===== config.mk =====
export PLATFORM = sky130hd
export DESIGN_NAME = score_bcd_digitizer
export DESIGN_NICKNAME = d
export VERILOG_FILES = /design/src/rtl/score_bcd_digitizer.sv
export SDC_FILE = /design/constraint.sdc
export NUM_CORES = 1
export LEC_CHECK = 0
export BUFFER_PORTS_ARGS = -buffer_cell sky130_fd_sc_hd__buf_2
export CORE_ASPECT_RATIO = 2
export CORE_MARGIN = 4
export CORE_UTILIZATION = 42
export DETAILED_ROUTE_END_ITERATION = 10
export PLACE_DENSITY = 0.64
export SKIP_LAST_GASP = 1
export SYNTH_ARGS = -nofsm -noshare
export SYNTH_HDL_FRONTEND = slang
export SYNTH_SLANG_ARGS = --single-unit
export TNS_END_PERCENT = 50

===== constraint.sdc =====
create_clock -name clk -period 2.99 [get_ports clk]
set_clock_uncertainty 0.15 [all_clocks]
set_input_delay 0.1495 -clock clk [delete_from_list [all_inputs] [get_ports clk]]
set_output_delay 0.1495 -clock clk [all_outputs]
set_load 0.02 [all_outputs]

===== src/rtl/score_bcd_digitizer.sv =====
// score_bcd_digitizer
// Converts a binary HUD value into packed BCD digits using an iterative
// double-dabble, one shift/add-3 step per clock. The module also produces a
// leading-zero blanking mask for the digit renderer.
//
// Ports:
//   clk       system clock
//   resetN    asynchronous active-low reset
//   load      1-cycle request to convert value
//   value     binary input, sampled only on the load cycle
//   digits    [DIGITS-1:0][3:0] BCD result, registered; digits[0] is least significant
//   digitEn   1 = digit visible (leading-zero blanking), registered
//   valid     1-cycle pulse when digits/digitEn/overflow update
//   busy      conversion in progress
//   overflow  last result saturated to all nines; held until the next update
module score_bcd_digitizer #(
  parameter int unsigned BIN_WIDTH = 20,
  parameter int unsigned DIGITS    = 6
) (
  input  logic                   clk,
  input  logic                   resetN,
  input  logic                   load,
  input  logic [BIN_WIDTH-1:0]   value,
  output logic [DIGITS-1:0][3:0] digits,
  output logic [DIGITS-1:0]      digitEn,
  output logic                   valid,
  output logic                   busy,
  output logic                   overflow
);

  localparam int unsigned CONV_DIGITS = (BIN_WIDTH + 2) / 3;
  localparam int unsigned CAT_W       = CONV_DIGITS * 4 + BIN_WIDTH;

  typedef enum logic [1:0] {StIdle, StShift, StDone} state_e;

  state_e                        state_q;
  logic [CONV_DIGITS-1:0][3:0]   scratch_q;
  logic [BIN_WIDTH-1:0]          sr_q;
  logic [4:0]                    cnt_q;
  logic                          pending_q;
  logic [BIN_WIDTH-1:0]          pend_val_q;

  logic [CONV_DIGITS-1:0][3:0]   adj;
  logic [CONV_DIGITS-1:0][3:0]   shifted;
  logic [BIN_WIDTH-1:0]          sr_shifted;
  logic [CAT_W-1:0]              cat;
  logic                          res_ovf;
  logic [DIGITS-1:0][3:0]        res_digits;
  logic [DIGITS-1:0]             res_en;
  logic                          any_nz;
  logic [BIN_WIDTH-1:0]          start_val;

  // One double-dabble step: add-3 on every nibble >= 5, then shift left.
  always_comb begin
    for (int i = 0; i < int'(CONV_DIGITS); i++) begin
      adj[i] = (scratch_q[i] >= 4'd5) ? scratch_q[i] + 4'd3 : scratch_q[i];
    end
    cat        = {adj, sr_q};
    cat        = cat << 1;
    shifted    = cat[CAT_W-1:BIN_WIDTH];
    sr_shifted = cat[BIN_WIDTH-1:0];
  end

  // Result formatting, evaluated on the post-shift scratch so the final
  // shift and the output update land on the same edge.
  always_comb begin
    res_ovf = 1'b0;
    for (int i = int'(DIGITS); i < int'(CONV_DIGITS); i++) begin
      if (shifted[i] != 4'd0) res_ovf = 1'b1;
    end
    for (int i = 0; i < int'(DIGITS); i++) begin
      if (res_ovf) begin
        res_digits[i] = 4'd9;
      end else if (i < int'(CONV_DIGITS)) begin
        res_digits[i] = shifted[i];
      end else begin
        res_digits[i] = 4'd0;
      end
    end
    // A digit is visible if it or any more significant digit is nonzero.
    any_nz = 1'b0;
    for (int i = int'(DIGITS) - 1; i >= 0; i--) begin
      any_nz    = any_nz | (res_digits[i] != 4'd0);
      res_en[i] = any_nz | (i == 0);
    end
  end

  // In DONE a fresh load wins over an older pending value (last-wins).
  always_comb begin
    start_val = value;
    if (state_q == StDone && !load) start_val = pend_val_q;
  end

  always_ff @(posedge clk or negedge resetN) begin
    if (!resetN) begin
      state_q    <= StIdle;
      scratch_q  <= '0;
      sr_q       <= '0;
      cnt_q      <= '0;
      pending_q  <= 1'b0;
      pend_val_q <= '0;
      digits     <= '0;
      digitEn    <= DIGITS'(1);
      valid      <= 1'b0;
      busy       <= 1'b0;
      overflow   <= 1'b0;
    end else begin
      valid <= 1'b0;
      unique case (state_q)
        StIdle: begin
          if (load) begin
            sr_q      <= start_val;
            scratch_q <= '0;
            cnt_q     <= 5'(BIN_WIDTH);
            busy      <= 1'b1;
            state_q   <= StShift;
          end
        end
        StShift: begin
          scratch_q <= shifted;
          sr_q      <= sr_shifted;
          cnt_q     <= cnt_q - 5'd1;
          if (load) begin
            pending_q  <= 1'b1;
            pend_val_q <= value;
          end
          if (cnt_q == 5'd1) begin
            digits   <= res_digits;
            digitEn  <= res_en;
            overflow <= res_ovf;
            valid    <= 1'b1;
            state_q  <= StDone;
          end
        end
        StDone: begin
          if (load || pending_q) begin
            sr_q      <= start_val;
            scratch_q <= '0;
            cnt_q     <= 5'(BIN_WIDTH);
            pending_q <= 1'b0;
            state_q   <= StShift;
          end else begin
            busy    <= 1'b0;
            state_q <= StIdle;
          end
        end
        default: state_q <= StIdle;
      endcase
    end
  end

endmodule

# After elaboration in Yosys (flattened, before gate mapping)
# Cells that the tools add are included.
[op_classes]
add_sub_neg = 8
n_lt_le_gt_ge = 7
n_eq_ne = 8
n_mux = 35
bitwise = 4
n_reduce_logical = 19
[op_table]
columns = ["operator", "count"]
rows = [
  ["case mux 28 bit (3 select lines)", 1],
  ["2-to-1 mux 20 bit", 3],
  ["case mux 20 bit (3 select lines)", 1],
  ["2-to-1 mux 28 bit", 2],
  ["2-to-1 mux 4 bit", 12],
  [">= comparator 4 x 3 -> 1 bit, second input constant", 7],
  ["adder 4 x 2 -> 4 bit, second input constant", 6],
  ["nonzero test 4 bit", 6],
  ["case mux 5 bit (3 select lines)", 1],
  ["2-to-1 mux 5 bit", 2],
  ["AND reduction 3 bit", 3],
  ["!= test 2 bit, second input constant", 4],
  ["2-to-1 mux 1 bit", 7],
  ["case mux 2 bit (3 select lines)", 1],
  ["AND reduction 2 bit", 3],
  ["== test 5 x 1 -> 1 bit, second input constant", 1],
  ["subtractor 5 x 1 -> 5 bit, second input constant", 1],
  ["2-to-1 mux 2 bit", 2],
  ["bitwise OR 1 bit", 4],
  ["case mux 1 bit (2 select lines)", 2],
  ["nonzero test 2 bit", 2],
  ["adder 3 x 2 -> 3 bit, second input constant", 1],
  ["2-to-1 mux 3 bit", 1],
  ["nonzero test 3 bit", 1],
  ["7 further kinds", 7],
]
[totals]
register_bits = 108
inputBits = 23

# Depth between registers and ports, before layout
[logic_depth]
ltp_word = 10
mapped_depth = 8
depth_no_buf = 8

# Least setup slack after synthesis
# Ideal clock, no wire load.
[synth_timing]
path_kind = "register to register"
start = "register scratch_q[24] in the netlist's numbering"
end = "register digitEn[1]"
setup_ps = 126
arrival_ps = 2073
setup_slack_ps = 641
path_stages_with_launch = 9
path_buffers = 0
cell_sequence = "dfrtp_1 > inv_1 > ha_1 > nand2_1 > o32a_1 > a221o_1 > a2111oi_4 > nand3_2 > o32a_1"
[synth_between]
elab_chain_len = 10
[synth_lines]
columns = ["item", "line_no", "source"]
rows = [
  ["start, declared", "37", "logic [CONV_DIGITS-1:0][3:0] scratch_q;"],
  ["start signal, assigned", "120", "scratch_q <= shifted;"],
  [">= comparator 4 x 3 -> 1 bit / adder 3 x 2 -> 3 bit (equally long branches)", "56", "adj[i] = (scratch_q[i] >= 4'd5) ? scratch_q[i] + 4'd3 : scratch_q[i];"],
  ["2-to-1 mux 3 bit *", "56", ""],
  ["nonzero test 4 bit *", "69", "if (shifted[i] != 4'd0) res_ovf = 1'b1;"],
  ["2-to-1 mux 1 bit *", "69", ""],
  ["2-to-1 mux 4 bit", "72", "if (res_ovf) begin"],
  ["nonzero test 4 bit", "83", "any_nz = any_nz | (res_digits[i] != 4'd0);"],
  ["bitwise OR 1 bit (3 in a row)", "83", ""],
  ["bitwise OR 1 bit *", "83", ""],
  ["end signal, assigned", "129", "digitEn <= res_en;"],
  ["end, declared", "25", "output logic [DIGITS-1:0] digitEn,"],
]
# Mark *: on every way between the ends. The rest lies on a longest branch, timed or not.
# A chain may end at the register's enable or synchronous reset.

# Worst setup path in the final report
[layout_timing]
start = "register scratch_q[20] in the netlist's numbering"
end = "register digitEn[1]"
[layout_between]
elab_chain_len = 10
[layout_lines]
columns = ["item", "line_no"]
rows = [
  ["adder 4 x 2 -> 4 bit / >= comparator 4 x 3 -> 1 bit (equally long branches)", "56"],
  ["2-to-1 mux 4 bit *", "56"],
  ["nonzero test 4 bit", "69"],
  ["2-to-1 mux 1 bit", "69"],
  ["2-to-1 mux 4 bit", "72"],
  ["nonzero test 4 bit", "83"],
  ["bitwise OR 1 bit (3 in a row)", "83"],
  ["bitwise OR 1 bit *", "83"],
]
# Marked as above.

==> results.cfg <==
[power_and_ir_drop]
seq_power_share_pct = 38.0
p_switching_mw = 2.82
leakage_nw = 2.70
sw_frac_of_total_pct = 41.2
clkPwrFrac_pct = 17.8
p_per_area_mw_per_mm2 = 1110
internal_power_mw = 4.03
vdd_ir_drop_max_v = 0.000495
combPwrFrac_pct = 44.3

[critical_path]
critPathLaunchType = flip-flop
r2r-start = scratch_q[20]
rr_worst_depth = 8
r2r_setup_slack_ps = 340
crit_cells = 8
arrival_ps = 2740
crit_path_end = digitEn[1]
cp_top_family = compound AO/OA/AOI/OAI gates
worstPathMaxFanout = 7
crit_required_ps = 3080
slowest_delay_ps = 440
timing.critical_path.cells = inv_1, ha_1, nor2b_1, nor3_1, a221o_1, a2111oi_4, nand3_2, o32a_1
path_buf_inv = 1
crit_path_start = scratch_q[20]
r2r_end = digitEn[1]
path_class = reg -> reg
endpoint_kind = flip-flop
slowest_stage = dfrtp_1

[sta]
fin_crit_ps = 2650
slew_headroom_pct = 46.1
setup_violations = 0
post-route-period-util_pct = 88.6
max_freq_mhz = 377
tightestPinTransition_ps = 808
hold_viol_final = 0
rsz0062_at_grt = false
report.final.slew_viol_count = 0
tns_ps = 0

[final_layout]
final_layout_size_suffix_gt1_share_pct = 20.4
fill_cells = 1093
areaGrowthSynthToFinish_pct = 18.7
seqCellArea_mm2 = 0.00270
diodes = 0
layout_common_cells = dfrtp_1, o21ai_0, buf_2, nand2_1, nand3_1
multi_input_area_mm2 = 0.00232
fin_nets = 618
layout_commonest_cell = dfrtp_1
utilization_pct = 50.8

[detailed_routing]
dr.pass1.iters = 4
ant_nets = 0
via_count = 4024
routed_wl_um = 11600
drt_iter0_drc = 255
wl_per_cell_um = 15.9
drc_errors = 0
vias_per_cell = 5.50

[synthesis]
ys_ff_latch = 108
yosysWarnings = 0
ys_dominant_reg_cell = dfrtp_1
synthCells = 509
yosysSeqAreaShare_pct = 51.8
syn_nets = 548
synth.avg_cell_area_um2 = 10.3
synth_edf_count = 0
netlist_area_mm2 = 0.00522
async_reset_ff_share_pct = 100
synth_cell_types = 44

[floorplan]
die_w_um = 86.8
row_count = 57
ios = 56
start_util_pct = 42.8
die-area_mm2 = 0.0144
die_y_um = 166
coreArea_mm2 = 0.0122

[placement]
gp_congestion = 0.833
dpl.hpwl_um = 8500
io_buffers = 54

[clock_tree]
clockBufferDepth = 2
cts_tree = done
cts_resized = 0
cts.sinks = 108
root_buffer = clkbuf_16
cts_max_level = 3
clk_pin_slew_ps = 70
cts_buffers = 9
clk_latency_ps = 340

[global_route]
antenna_found_initial = 0
grt_pass1_wl_um = 20100
grt_use_total_pct = 17.1
grt_start_max_net_pins = 57
grt_pass1_vias = 4133
grt_overflow_total = 0

[status]
run_status = completed

[run]
cap_violations = 0

[hold_path]
hp-class = in -> reg
worst reg2reg max path, cell delays in order, from the launching register on:
cell and delay (ps):
dfrtp_1 440, inv_1 110, ha_1 280, nor2b_1 270
nor3_1 90, a221o_1 330, a2111oi_4 350, nand3_2 160
o32a_1 370
how the worst min path moves through the flow:
stage	to	start	cells after the start
2_1_floorplan	busy	resetN	0
3_3_place_gp	digits[17]	resetN	1
3_5_place_dp	digits[18]	resetN	1
4_1_cts	busy	load	3
5_1_grt	busy	load	3
6_report	busy	load	3
state kept, by name, summed over array words and instances, names as in the netlist:
register / count
overflow: 1
scratch_q: 28
pend_val_q: 20
state_q: 2
pending_q: 1
sr_q: 20
digits: 24
busy: 1
valid: 1
digitEn: 5
cnt_q: 5
layer usage:
layer | share of wire, % | up-vias | track usage, %
met5 | 0 | - | 0
met4 | 1.7 | 0 | 5.56
met3 | 3.9 | 14 | 3.18
met2 | 55 | 80 | 30.9
met1 | 40 | 1974 | 19.8
li1 | - | 1956 | -
Yosys cell counts (all sizes together), types with 3 or more instances:
library cell	instances	area, µm²
mux2i	22	220
or2	3	18.8
nor3b	6	45.0
a21oi	22	110
nand2b	7	43.8
nor3	11	55.1
nor2	25	93.8
nor2b	3	18.8
inv	22	82.6
clkbuf	21	78.8
a31oi	11	68.8
ha	16	200
o31ai	16	120
a22oi	19	143
xnor2	8	70.1
nand3	29	150
and3	3	18.8
dfrtp	108	2700
buf	9	43.8
nand2	38	143
mux2	26	293
o21ai	64	320
kinds of logic (layout without fill, tap and decap cells):
group	Yosys count	in the layout	synth area share [%]
and+or+nand+nor	133	133	12.4
xor gates and xnor gates	9	9	1.51
DFF	108	108	51.8
buffers and inverters	52	127	3.93
AOI/OAI and AO/OA	142	142	16.6
other	1	1	0.0719
adders and majority gates	16	16	3.84
muxes	48	48	9.83
power by group through the flow:
stage | registers [mW] | clock network, mW | logic [mW]
after detailed placement | 2.62 | 0 | 3.05
final | 2.60 | 1.22 | 3.03
after global placement | 2.58 | 0 | 2.93
after floorplan | 2.74 | 0 | 1.96
after CTS | 2.60 | 1.26 | 3.07
after global routing | 2.70 | 1.31 | 3.40
final cells by class:
class	instances	area share (%)
multi-input combinational	349	37.4
inverter	22	1.33
clock inverter	3	0.707
clock buffer	13	4.20
timing repair buffer	89	9.70
sequential	108	43.7
tap	147	2.97
per-stage QoR:
stage | setup WS (ps) | area (µm²) | hold slack, ps | cells | power, mW
2_1_floorplan | 641 | 5220 | -296 | 509 | 4.70
3_3_place_gp | 492 | 5680 | 82.1 | 694 | 5.51
3_5_place_dp | 392 | 5680 | 88.7 | 694 | 5.67
4_1_cts | 366 | 6190 | 14.4 | 731 | 6.93
5_1_grt | 178 | 6190 | 74.6 | 731 | 7.41
6_report | 340 | 6190 | 24.7 | 731 | 6.85
timing repair:
action,4_1_cts,5_1_grt
hold endpoints to repair,90,0
setup endpoints to repair,0,0
hold buffers,21,0
buffers inserted,0,0
Power figures use the tool's default switching activity.
